### src/rtl/binary_tree_sched_pkg.sv
// Shared state encoding and width helpers for the binary tree adder scheduler.
package binary_tree_sched_pkg;

   typedef enum logic [1:0] {
      IDLE  = 2'd0,
      ACCUM = 2'd1,
      DONE  = 2'd2
   } sched_state_e;

   // Requester id width; a single requester still gets a 1-bit id.
   function automatic int id_width(input int n);
      return (n > 1) ? $clog2(n) : 1;
   endfunction

   function automatic int tree_sum_width(input int p, input int n);
      return p + $clog2(n);
   endfunction

endpackage

### src/rtl/binary_tree_adder.sv
// Combinational binary reduction tree over INPUTS_AMOUNT P-bit elements, signed or unsigned.
module binary_tree_adder
   import binary_tree_sched_pkg::*;
#(
   parameter int INPUTS_AMOUNT = 8,
   parameter int P             = 8,
   parameter int MODE          = 1,
   localparam int SUM_W        = tree_sum_width(P, INPUTS_AMOUNT)
) (
   input  logic [INPUTS_AMOUNT*P-1:0] data_i,
   input  logic                       signed_i,
   output logic [SUM_W-1:0]           sum_o
);

   if (MODE != 1) begin : g_mode_chk
      $error("binary_tree_adder: only the combinational MODE=1 is provided");
   end

   // Heap layout: node i has children 2i+1 and 2i+2, leaves occupy the top half.
   always_comb begin
      logic [SUM_W-1:0] node [2*INPUTS_AMOUNT-1];
      logic [P-1:0]     leaf;
      node = '{default: '0};
      leaf = '0;
      for (int unsigned e = 0; e < INPUTS_AMOUNT; e++) begin
         leaf = data_i[e*P +: P];
         node[INPUTS_AMOUNT-1+e] = signed_i ? SUM_W'(signed'(leaf)) : SUM_W'(leaf);
      end
      for (int unsigned k = 0; k < INPUTS_AMOUNT-1; k++) begin
         node[INPUTS_AMOUNT-2-k] = node[2*(INPUTS_AMOUNT-2-k)+1] + node[2*(INPUTS_AMOUNT-2-k)+2];
      end
      sum_o = node[0];
   end

endmodule

### src/rtl/binary_tree_adder_scheduler_rr_arbiter.sv
// Round-robin arbiter: first requester at or after the pointer, wrapping.
module rr_arbiter
   import binary_tree_sched_pkg::*;
#(
   parameter int NUM_REQ = 4,
   localparam int ID_W   = id_width(NUM_REQ)
) (
   input  logic [NUM_REQ-1:0] req_i,
   input  logic [ID_W-1:0]    ptr_i,
   output logic [NUM_REQ-1:0] gnt_o,
   output logic [ID_W-1:0]    gnt_idx_o,
   output logic               gnt_valid_o
);

   always_comb begin
      int unsigned idx;
      logic        found;
      gnt_o     = '0;
      gnt_idx_o = '0;
      found     = 1'b0;
      idx       = 0;
      for (int unsigned k = 0; k < NUM_REQ; k++) begin
         idx = (32'(ptr_i) + k) % 32'(NUM_REQ);
         if (!found && (|(req_i & (NUM_REQ'(1) << idx)))) begin
            found     = 1'b1;
            gnt_o     = NUM_REQ'(1) << idx;
            gnt_idx_o = ID_W'(idx);
         end
      end
      gnt_valid_o = found;
   end

endmodule

### src/rtl/binary_tree_adder_scheduler.sv
// Shares one binary tree adder among NUM_REQ requesters; each granted reduction is
// accumulated over its beats and returned with owner id and saturating beat count.
module binary_tree_adder_scheduler
   import binary_tree_sched_pkg::*;
#(
   parameter int NUM_REQ       = 4,
   parameter int INPUTS_AMOUNT = 8,
   parameter int P             = 8,
   parameter int ACC_W         = 32,
   parameter int BEAT_W        = 8,
   localparam int ID_W         = id_width(NUM_REQ)
) (
   input  logic                               clk_i,
   input  logic                               rst_i,
   input  logic [NUM_REQ-1:0]                 in_valid_i,
   output logic [NUM_REQ-1:0]                 in_ready_o,
   input  logic [NUM_REQ*INPUTS_AMOUNT*P-1:0] in_data_i,
   input  logic [NUM_REQ-1:0]                 in_last_i,
   input  logic [NUM_REQ-1:0]                 in_signed_i,
   output logic                               out_valid_o,
   input  logic                               out_ready_i,
   output logic [ACC_W-1:0]                   out_sum_o,
   output logic [ID_W-1:0]                    out_id_o,
   output logic [BEAT_W-1:0]                  out_beats_o
);

   localparam int W     = INPUTS_AMOUNT * P;
   localparam int SUM_W = tree_sum_width(P, INPUTS_AMOUNT);

   sched_state_e        state_q, state_d;
   logic [ID_W-1:0]     ptr_q, ptr_d, id_q, id_d;
   logic                sgn_q, sgn_d;
   logic [ACC_W-1:0]    acc_q, acc_d;
   logic [BEAT_W-1:0]   beats_q, beats_d;

   logic [NUM_REQ-1:0]  gnt, sel_mask, ready;
   logic [ID_W-1:0]     gnt_idx, sel_id;
   logic                gnt_valid, sel_valid, sel_last, sel_sgn;
   logic [W-1:0]        beat_data;
   logic [SUM_W-1:0]    tree_sum;
   logic [ACC_W-1:0]    beat_ext;

   rr_arbiter #(
      .NUM_REQ (NUM_REQ)
   ) u_arb (
      .req_i       (in_valid_i),
      .ptr_i       (ptr_q),
      .gnt_o       (gnt),
      .gnt_idx_o   (gnt_idx),
      .gnt_valid_o (gnt_valid)
   );

   // The adder input follows the live grant in IDLE and the locked owner afterwards.
   assign sel_id    = (state_q == IDLE) ? gnt_idx : id_q;
   assign sel_mask  = NUM_REQ'(1) << sel_id;
   assign sel_valid = |(in_valid_i & sel_mask);
   assign sel_last  = |(in_last_i & sel_mask);
   assign sel_sgn   = (state_q == IDLE) ? (|(in_signed_i & sel_mask)) : sgn_q;
   assign beat_data = W'(in_data_i >> (32'(sel_id) * 32'(W)));

   binary_tree_adder #(
      .INPUTS_AMOUNT (INPUTS_AMOUNT),
      .P             (P),
      .MODE          (1)
   ) u_tree (
      .data_i   (beat_data),
      .signed_i (sel_sgn),
      .sum_o    (tree_sum)
   );

   assign beat_ext = sel_sgn ? ACC_W'(signed'(tree_sum)) : ACC_W'(tree_sum);

   always_comb begin
      state_d = state_q;
      ptr_d   = ptr_q;
      id_d    = id_q;
      sgn_d   = sgn_q;
      acc_d   = acc_q;
      beats_d = beats_q;
      ready   = '0;
      case (state_q)
         IDLE: begin
            ready = gnt;
            if (gnt_valid) begin
               id_d    = gnt_idx;
               sgn_d   = sel_sgn;
               acc_d   = beat_ext;
               beats_d = BEAT_W'(1);
               ptr_d   = (gnt_idx == ID_W'(NUM_REQ-1)) ? '0 : gnt_idx + ID_W'(1);
               state_d = sel_last ? DONE : ACCUM;
            end
         end
         ACCUM: begin
            ready = sel_mask;
            if (sel_valid) begin
               acc_d   = acc_q + beat_ext;
               beats_d = (&beats_q) ? beats_q : beats_q + BEAT_W'(1);
               if (sel_last) state_d = DONE;
            end
         end
         DONE: begin
            if (out_ready_i) state_d = IDLE;
         end
         default: state_d = IDLE;
      endcase
   end

   always_ff @(posedge clk_i) begin
      if (rst_i) begin
         state_q <= IDLE;
         ptr_q   <= '0;
         id_q    <= '0;
         sgn_q   <= 1'b0;
         acc_q   <= '0;
         beats_q <= '0;
      end else begin
         state_q <= state_d;
         ptr_q   <= ptr_d;
         id_q    <= id_d;
         sgn_q   <= sgn_d;
         acc_q   <= acc_d;
         beats_q <= beats_d;
      end
   end

   // No beat is reported as accepted while reset is being applied.
   assign in_ready_o  = rst_i ? '0 : ready;
   assign out_valid_o = (state_q == DONE);
   assign out_sum_o   = acc_q;
   assign out_id_o    = id_q;
   assign out_beats_o = beats_q;

endmodule

### config.mk
export PLATFORM = sky130hd
export DESIGN_NAME = binary_tree_adder_scheduler
export DESIGN_NICKNAME = d
export VERILOG_FILES = /design/src/rtl/binary_tree_sched_pkg.sv /design/src/rtl/binary_tree_adder.sv /design/src/rtl/binary_tree_adder_scheduler_rr_arbiter.sv /design/src/rtl/binary_tree_adder_scheduler.sv
export SDC_FILE = /design/constraint.sdc
export NUM_CORES = 1
export LEC_CHECK = 0
export BUFFER_PORTS_ARGS = -buffer_cell sky130_fd_sc_hd__buf_2
export CAP_MARGIN = 20
export CORE_MARGIN = 1.5
export CORE_UTILIZATION = 51
export CTS_BUF_LIST = sky130_fd_sc_hd__clkbuf_8
export DETAILED_ROUTE_END_ITERATION = 7
export PLACE_DENSITY = 0.95
export SETUP_SLACK_MARGIN = 0.3
export SLEW_MARGIN = 25
export SYNTH_ARGS = -nofsm -noshare
export SYNTH_HDL_FRONTEND = slang
export SYNTH_SLANG_ARGS = --single-unit
### constraint.sdc
create_clock -name clk_i -period 14.1 [get_ports clk_i]
set_clock_uncertainty 0.2 [all_clocks]
set_input_delay 2.82 -clock clk_i [delete_from_list [all_inputs] [get_ports clk_i]]
set_output_delay 2.82 -clock clk_i [all_outputs]
set_load 0.005 [all_outputs]
==> results of run 1 <==
==> critical path, delay by kind of cell <==
kind / cells / cell delay, ps
fa+ha+maj: 6 / 3010
xor+xnor: 1 / 360
buf+inv: 7 / 990
simple gates: 11 / 2110
compound gates: 13 / 3150
==> state kept, by name, summed over array words and instances (netlist names) <==
name / count
out_beats_o: 8
out_id_o: 2
out_sum_o: 32
ptr_q: 2
sgn_q: 1
state_q: 2
==> through the flow <==
step                setup slack [ps]  cell area (um2)  hold slack (ps)   util  instances
global placement                1820             9310              271  0.638       1531
detailed placement              1540             9310              279  0.638       1531
global route                    1090             9460              345  0.648       1550
CTS                             1860             9430              303  0.646       1539
finish                          1620             9460              293  0.648       1551
floorplan                       2320             7630              254      -       1083
==> worst min path at each step <==
stage / end / slack (ps) / cells after the start
2_1_floorplan: sgn_q / 250 / 2
4_1_cts: sgn_q / 300 / 2
3_5_place_dp: sgn_q / 280 / 2
6_report: sgn_q / 290 / 2
5_1_grt: out_id_o[1] / 340 / 2
3_3_place_gp: sgn_q / 270 / 2
==> area by class of cell <==
| class | count | area share |
|---|---|---|
| tap | 184 | 0.0243 |
| sequential | 47 | 0.0995 |
| timing repair buffer | 331 | 0.182 |
| multi-input combinational | 900 | 0.652 |
| inverter | 69 | 0.0274 |
| antenna | 12 | 0.00318 |
| clock inverter | 3 | 0.00489 |
| clock buffer | 5 | 0.00728 |
==> kinds of logic (layout without fill, tap and decap cells) <==
group                      Yosys count  in the layout
and+or+nand+nor                    437            437
AOI/OAI and AO/OA                  308            308
buffers and inverters              136            408
adders and majority gates          103            103
DFF                                 47             47
xor gates and xnor gates            39             39
muxes                               13             13
other                                0             12
==> Yosys cell counts (3+ instances only) <==
library cell  count  area [um2]
a211oi_1         49         368
xor2_1           14         123
inv_1            69         259
a22oi_1           6        45.0
nor3_1           17        85.1
o211ai_1          4        30.0
xnor2_1          25         219
a311oi_2          3        45.0
a21o_1           23         173
o31a_1            3        26.3
buf_1             7        26.3
dfxtp_1          47         941
and3_1            3        18.8
nand4_1           4        25.0
a211oi_2          6        75.1
a21oi_1          54         270
ha_1             47         588
nand2b_1          5        31.3
mux2_2            3        33.8
nand3_1          31         155
mux2i_1          10         100
a31oi_1          48         300
clkbuf_1         46         173
or2_2             3        18.8
nand2_1         243         912
nor2b_1           3        18.8
o21bai_1          6        45.0
fa_1             56        1120
o21a_1            6        45.0
o21ai_0          65         325
nor4_1            3        18.8
a22o_1            4        35.0
nor2_1           74         278
buf_2            11        55.1
and2_1           46         288
o21ai_1           3        15.0
a31o_2            3        26.3
a221oi_1          3        26.3
==> routing by layer <==
metal | share of wire | vias up | global-route usage
li1 | - | 4300 | -
met1 | 0.38 | 4248 | 0.397
met2 | 0.50 | 458 | 0.608
met5 | 0 | - | 0
met4 | 0.052 | 0 | 0.160
met3 | 0.067 | 88 | 0.0484
==> results.md, run 1 <==
* Total routing resource utilization after global routing at 0.338
* Number of global-route vias before repair at between 8000 and 9000
* DRC violation count after routing at 0
* Compound-gate portion of the synthesized area at 0.271
* EDFF count, synth at 0
* Routability-driven placement congestion ratio at 1.00
* Worst Path Required at about 14000 ps
* Worst path arrival time at roughly 12000 ps
* Proportion of synthesized area in mux cells at 0.0175
* Hold Crit Class: reg2reg
* Number of synthesized register bits at between 40 and 50
* Number of clock buffers inserted by TritonCTS at 5
* H-Tree Level Count at 2
* First-pass iteration count of the detailed router at 6
* Global route overflow at 0
* Area share of fa/ha/maj cells after synthesis at 0.224
* Number of vias after detailed routing at around 9100
* Clock Tree Buf Depth at 2
* Clk pin slew, worst setup/hold paths at ~100 ps
* Clock tree root driver cell: clkbuf_8
* Synthesis-to-layout area growth at 23.9%
* Run status: finished, final reports clean
* Detailed-route wire length per cell at approximately 18 um
* Slew at the pin closest to its max-slew limit at roughly 910 ps
* Number of buffers inserted by hold repair at cts at 0
* FFs w/ async S/R, synth at 0
* Synthesized area at around 7600 um2
* Max-slew headroom at the worst pin at 0.393
* Final #Nets at 1728
* Area share of and/or/nand/nor cells after synthesis at 0.248
* Worst hold start: sgn_q
* Antenna violations before repair at 13
* Die Span Y at between 100 and 150 um
* Post-CTS Setup Repair Bufs at 0
* Leading cell types in the layout, fill and taps excluded: 317 x buf_2, 241 x nand2_1, 74 x nor2_1, 69 x inv_1, 65 x o21ai_0
* Count of pins on the block boundary at between 300 and 400
* Cell Rows at 44
* Delay of the slowest critical-path stage at 600 ps
* Capturing element of the worst setup path: out_sum_o[31]
* Reg2Reg Launch Point: ptr_q[0]
* XOR/XNOR share of the synthesized area at 0.0447
* Dpl hpwl at about 22000 um
* Period Utilization, post-route at 0.885
* Area of combinational cells with multiple inputs at roughly 6200 um2
* Reg-to-reg endpoint: out_sum_o[31]
* CP startpoint: in_valid_i[3]
* Cell at the slowest stage of the critical path: a21boi_4
* Clock sink count at 47
* Number of filler cells placed in the layout at approximately 1300
* Mean cell area of the mapped netlist at a little over 7 um2
* Detailed-route vias per instance at between 5 and 6
* Highest Clock Rate at 80.2 MHz
* Initial cell density of the core at 0.523
* Final count of hold timing violations at 0
* Crit path max fanout at 37
* Area used by sequential logic in the layout at about 940 um2
* Routed wire length at between 20000 and 30000 um
* Critical Path Sink Type: flip-flop
* Pin count of the biggest net entering global routing at 87
* Count of buffers inserted at the top-level ports at around 320
* CTS-repair resized insts at 0
* Std-Cell Core Area at about 15000 um2
* Count of final max-slew check failures at 0
* Commonest register cell after synthesis: dfxtp_1
* Final Critical Period at ~12000 ps
* Max-cap violations at 0
* Type of origin of the critical path: input pin
* Number of synthesis warnings at 0
* Post-synthesis net count at ~1500
* Number of cells traversed by the worst register-to-register path at 39
* Most used cell along the critical path: fa_1
* Setup TNS after final layout at 0 ps
* Remaining number of nets flagged by the antenna check after routing at 0
* Share of post-route cells with drive strength above 1 at 0.270
* Setup slack on the worst flop-to-flop path at 3230 ps
* Starting DRC count in detailed routing at 720
* Die ar. at approximately 16000 um2
* Clock network latency to the later pin of the worst-skew pair at 320 ps
* Most common cell after layout, fill and taps aside: buf_2
* Crit Path Class: in2reg
* Post-synthesis instance total at 1083
* CTS tree: built
* Final setup violation count at 0
* Sequential element share of the synthesized area at 0.123
* Number of distinct library cell variants in the gate-level netlist after synthesis at between 60 and 70
* Setup repair after global routing missed its margin: no
* Wire length of the first global-routing pass at 43200 um
* Die extent in x at approximately 130 um
* Dominant combinational cell family by area after synthesis: compound AO/OA/AOI/OAI gates
Power of run 1 is not shown: default switching activity piles up to over one toggle a cycle in this logic, so the estimate is an artifact.
==> inputs of run 2 (changes only) <==
CORE_ASPECT_RATIO = 2   (was default)
==> results.md, run 2 (synthesis gave the netlist of run 1 again) <==
* Crit path max fanout at 80 (+120%)
* Die ar. at 15800 um2 (+0.28%)
* Most heavily used metal layer in global routing: met2
* Met3 track utilization from global routing at 0.102 (+0.0536)
* Clock tree root driver cell: clkbuf_8
* Setup repair after global routing missed its margin: no
* Dpl hpwl at 23300 um (+5.0%)
* Pin count of the biggest net entering global routing at 84 (-3.4%)
* Remaining number of nets flagged by the antenna check after routing at 0 (unchanged)
* Final #Nets at 1726 (-0.12%)
* Hold Crit Class: reg2reg
* Count of pins on the block boundary at 318 (unchanged)
* CTS-repair resized insts at 0 (unchanged)
* Total routing resource utilization after global routing at 0.361 (+0.0224)
* CTS tree: built
* Number of vias after detailed routing at 9120 (+0.29%)
* Worst Path Required at 14100 ps (-20 ps)
* Final setup violation count at 0 (unchanged)
* Number of clock buffers inserted by TritonCTS at 5 (unchanged)
* Cell at the slowest stage of the critical path: nand2_4
* Area used by sequential logic in the layout at 941 um2 (unchanged)
* Count of final max-slew check failures at 0 (unchanged)
* Worst path arrival time at 12690 ps (+200 ps)
* Starting DRC count in detailed routing at 521 (-28%)
* Run status: finished, final reports clean
* Post-CTS Setup Repair Bufs at 0 (unchanged)
* Slew at the pin closest to its max-slew limit at 894 ps (-16.5 ps)
* Clock sink count at 47 (unchanged)
* Antenna violations before repair at 14 (+1)
* Die Span Y at 176 um (+40%)
* Number of global-route vias before repair at 8709 (-1.1%)
* Clock Tree Buf Depth at 2 (unchanged)
* Synthesis-to-layout area growth at 23.8% (about the same)
* Critical Path Sink Type: flip-flop
* Initial cell density of the core at 0.518 (-0.00537)
* Fraction of met1 tracks used by global routing at 0.343 (-0.0535)
* Highest Clock Rate at 78.8 MHz (-1.7%)
* Area of combinational cells with multiple inputs at 6170 um2 (about the same)
* Period Utilization, post-route at 0.900 (+0.0150)
* Final count of hold timing violations at 0 (unchanged)
* Global route overflow at 0 (unchanged)
* Detailed-route wire length per cell at 18.3 um (+2.5%)
* Final Critical Period at 12690 ps (+212 ps)
* Most used cell along the critical path: fa_1
* Setup TNS after final layout at 0 ps (unchanged)
* Std-Cell Core Area at 14700 um2 (+1.0%)
* Cell Rows at 63 (+43%)
* Clock network latency to the later pin of the worst-skew pair at 310 ps (about the same)
* Die extent in x at 89.5 um (-29%)
* Max-slew headroom at the worst pin at 0.404 (+0.0110)
* Delay of the slowest critical-path stage at 640 ps (+40 ps)
* Detailed-route vias per instance at 5.83 (-0.48%)
* Number of filler cells placed in the layout at 1332 (+3.1%)
* Count of buffers inserted at the top-level ports at 317 (unchanged)
* Most common cell after layout, fill and taps aside: buf_2
* Routability-driven placement congestion ratio at 1.01 (+0.62%)
* Routed wire length at 28700 um (+3.3%)
* Number of buffers inserted by hold repair at cts at 0 (unchanged)
* Type of origin of the critical path: input pin
* Max-cap violations at 0 (unchanged)
* Largest register FFs at 32 (unchanged)
* Share of post-route cells with drive strength above 1 at 0.269 (-0.000880)
* Wire length of the first global-routing pass at 42900 um (-0.75%)
* First-pass iteration count of the detailed router at 5 (-1)
* Grt met2 use at 0.627 (+0.0194)
* Clk pin slew, worst setup/hold paths at 90 ps (about the same)
* Crit Path Class: in2reg
* DRC violation count after routing at 0 (unchanged)
* H-Tree Level Count at 2 (unchanged)
* Leading cell types in the layout, fill and taps excluded: 317 x buf_2, 241 x nand2_1, 73 x nor2_1, 69 x inv_1, 65 x o21ai_0
run 2: layout make-up:
| class | count | share of cell area |
|---|---|---|
| antenna | 16 | 0.00424 |
| multi-input combinational | 900 | 0.652 |
| sequential | 47 | 0.0995 |
| inverter | 69 | 0.0274 |
| tap | 195 | 0.0258 |
| clock buffer | 6 | 0.00873 |
| clock inverter | 1 | 0.000529 |
| timing repair buffer | 329 | 0.181 |
run 2: critical path, delay by kind of cell:
| kind | cells | cell delay [ps] |
|---|---|---|
| adder cells (fa/ha/maj) | 7 | 3180 |
| XOR/XNOR | 1 | 330 |
| AND/OR/NAND/NOR | 13 | 2650 |
| AO/OA/AOI/OAI | 12 | 2830 |
| buffers and inverters | 4 | 840 |
run 2: final timing paths:
path / from / endpoint / slack (ps) / cells past startpoint
min reg2reg: out_id_o[1] / out_id_o[1] / 280 / 2
max reg2reg: ptr_q[0] / out_sum_o[31] / 3110 / 38
min: out_id_o[1] / out_id_o[1] / 280 / 2
max: in_valid_i[3] / out_sum_o[31] / 1410 / 37
run 2: through the flow:
stage	std cells	hold slack (ps)	worst slack, ps	area (um2)	util
floorplan	1083	254	2320	7630	-
global placement	1540	268	1590	9330	0.633
detailed placement	1540	267	1250	9330	0.633
CTS	1547	280	1550	9410	0.639
finish	1563	280	1410	9450	0.641
global route	1554	297	691	9430	0.640
run 2: layer usage:
| metal | wire length (um) | vias up |
|---|---|---|
| met1 | 9220 | 4215 |
| met3 | 2740 | 138 |
| met5 | 13 | - |
| met4 | 2430 | 2 |
| li1 | - | 4299 |
| met2 | 14300 | 466 |
Power of run 2 is left out for the same reason.
==> inputs of run 3 (changes only) <==
BUFFER_PORTS_ARGS = -buffer_cell sky130_fd_sc_hd__clkbuf_2   (was -buffer_cell sky130_fd_sc_hd__buf_2)
RECOVER_POWER = 25   (was default)
SKIP_LAST_GASP = 1   (was default)
==> results.md, run 3 (synthesis gave the netlist of run 1 again) <==
* Final Critical Period at 12510 ps (-179 ps)
* CTS tree: built
* Routability-driven placement congestion ratio at 0.975 (-3.5%)
* Crit path max fanout at 70 (-13%)
* Starting DRC count in detailed routing at 518 (-0.58%)
* Worst Path Required at 14180 ps (+80 ps)
* Number of clock buffers inserted by TritonCTS at 5 (unchanged)
* Cell Rows at 63 (unchanged)
* Highest Clock Rate at 80.0 MHz (+1.4%)
* Hold Crit Class: reg2reg
* Setup slack on the worst flop-to-flop path at 3250 ps (+140 ps)
* Routed wire length at 28600 um (-0.29%)
* Cell at the slowest stage of the critical path: fa_1
* Most used cell along the critical path: fa_1
* Setup TNS after final layout at 0 ps (unchanged)
* Die ar. at 15800 um2 (unchanged)
* Initial cell density of the core at 0.518 (unchanged)
* Final setup violation count at 0 (unchanged)
* Area of combinational cells with multiple inputs at 6170 um2 (unchanged)
* Largest register FFs at 32 (unchanged)
* Final #Nets at 1726 (unchanged)
* Cells after DPL at 1540 (unchanged)
* Antenna violations before repair at 10 (-4)
* Number of cells traversed by the worst register-to-register path at 36 (-5.3%)
* Number of vias after detailed routing at 8964 (-1.7%)
* Number of filler cells placed in the layout at 1324 (-0.60%)
* Crit Path Class: in2reg
* Synthesis-to-layout area growth at 23.0%
* Dpl hpwl at 23200 um (-0.44%)
* Number of global-route vias before repair at 8645 (-0.73%)
* Final count of hold timing violations at 0 (unchanged)
* Worst path arrival time at 12580 ps (-110 ps)
* Detailed-route wire length per cell at 18.4 um (+0.35%)
* Hold path depth at 2 (unchanged)
* Detailed-route vias per instance at 5.77 (-1.1%)
* Clock Tree Buf Depth at 2 (unchanged)
* Fraction of met1 tracks used by global routing at 0.350 (+0.00681)
* Type of origin of the critical path: input pin
* Die extent in x at 89.5 um (unchanged)
* Critical Path Sink Type: flip-flop
* Clock network latency to the later pin of the worst-skew pair at 330 ps (+20 ps)
* Fin cells at 1553 (-0.64%)
* CTS-repair resized insts at 0 (unchanged)
* Slew at the pin closest to its max-slew limit at 999 ps (+105 ps)
* Reg2Reg Launch Point: ptr_q[0]
* Number of buffers inserted by hold repair at cts at 0 (unchanged)
* Run status: finished, final reports clean
* Most heavily used metal layer in global routing: met2
* Remaining number of nets flagged by the antenna check after routing at 0 (unchanged)
* Period Utilization, post-route at 0.887 (-0.0127)
* Grt met2 use at 0.630 (+0.00282)
* Worst setup slack before clock tree synthesis at 1390 ps (+140 ps)
* First-pass iteration count of the detailed router at 7 (+2)
* Clk pin slew, worst setup/hold paths at 100 ps (about the same)
* Clock sink count at 47 (unchanged)
* Std-Cell Core Area at 14700 um2 (unchanged)
* Max-cap violations at 0 (unchanged)
* Global route overflow at 0 (unchanged)
* Die Span Y at 176 um (unchanged)
* Delay of the slowest critical-path stage at 610 ps (-30 ps)
* Wire length of the first global-routing pass at 42700 um (-0.45%)
* Max-slew headroom at the worst pin at 0.334 (-0.0697)
* Post-CTS Setup Repair Bufs at 0 (unchanged)
* Met3 track utilization from global routing at 0.0916 (-0.0103)
* Worst hold start: out_id_o[1]
* Count of buffers inserted at the top-level ports at 317 (unchanged)
* Count of final max-slew check failures at 0 (unchanged)
* Most common cell after layout, fill and taps aside: clkbuf_2
* Final setup slack of the worst path at 1590 ps (+179 ps)
* H-Tree Level Count at 2 (unchanged)
* Total routing resource utilization after global routing at 0.360 (-0.000663)
* Share of post-route cells with drive strength above 1 at 0.262 (-0.00759)
* Area used by sequential logic in the layout at 941 um2 (unchanged)
* Reg-to-reg endpoint: out_sum_o[31]
* Hold path endpoint: out_id_o[1]
* Setup repair after global routing missed its margin: no
* DRC violation count after routing at 0 (unchanged)
* Pin count of the biggest net entering global routing at 94 (+12%)
* Leading cell types in the layout, fill and taps excluded: 306 x clkbuf_2, 241 x nand2_1, 73 x nor2_1, 69 x inv_1, 65 x o21ai_0
* Clock tree root driver cell: clkbuf_8
* Count of pins on the block boundary at 318 (unchanged)
## run 3: cell count changes in the layout (fill, tap and decap cells not counted)
cell and delta:
buf_1 +2, buf_12 -2, buf_2 -317, buf_4 +2, clkbuf_1 +9, clkbuf_2 +306, clkbuf_8 -1, clkinvlp_4 +2
diode_2 -11
## run 3: worst max-delay path, delay by kind of cell
family                     cells  cell delay (ps)
AOI/OAI and AO/OA             11             2980
adders and majority gates      7             2970
and+or+nand+nor               14             2590
buffers and inverters          4              840
xor gates and xnor gates       1              300
## run 3: through the flow
step,area [um2],hold slack [ps],util
CTS,9390,285,0.637
detailed placement,9300,271,0.631
global route,9380,331,0.636
global placement,9300,267,0.631
finish,9390,285,0.637
floorplan,7630,254,-
## run 3: worst max path at each step
| stage | from | endpoint | slack, ps | depth (start not counted) |
|---|---|---|---|---|
| after floorplan | in_valid_i[3] | out_sum_o[31] | 2320 | 36 |
| after global placement | in_valid_i[1] | out_sum_o[31] | 1680 | 37 |
| after detailed placement | in_valid_i[3] | out_sum_o[31] | 1390 | 37 |
| after CTS | in_valid_i[3] | out_sum_o[31] | 1700 | 37 |
| after global routing | in_valid_i[2] | out_sum_o[31] | 920 | 36 |
| final | in_valid_i[3] | out_sum_o[31] | 1590 | 37 |
## run 3: layout make-up
cell class	instances	area share
Antenna cell	5	0.00133
Inverter	69	0.0276
Clock buffer	5	0.00733
Sequential cell	47	0.100
Clock inverter	3	0.00213
Multi-Input combinational cell	900	0.657
Timing Repair Buffer	329	0.178
Tap cell	195	0.0260
## run 3: routing by layer
layer  vias up  part of all wire
li1       4288                 -
met1      4117              0.33
met2       422              0.51
met3       129             0.085
met4         8             0.080
met5         -            0.0018
Power of run 3 is left out for the same reason.
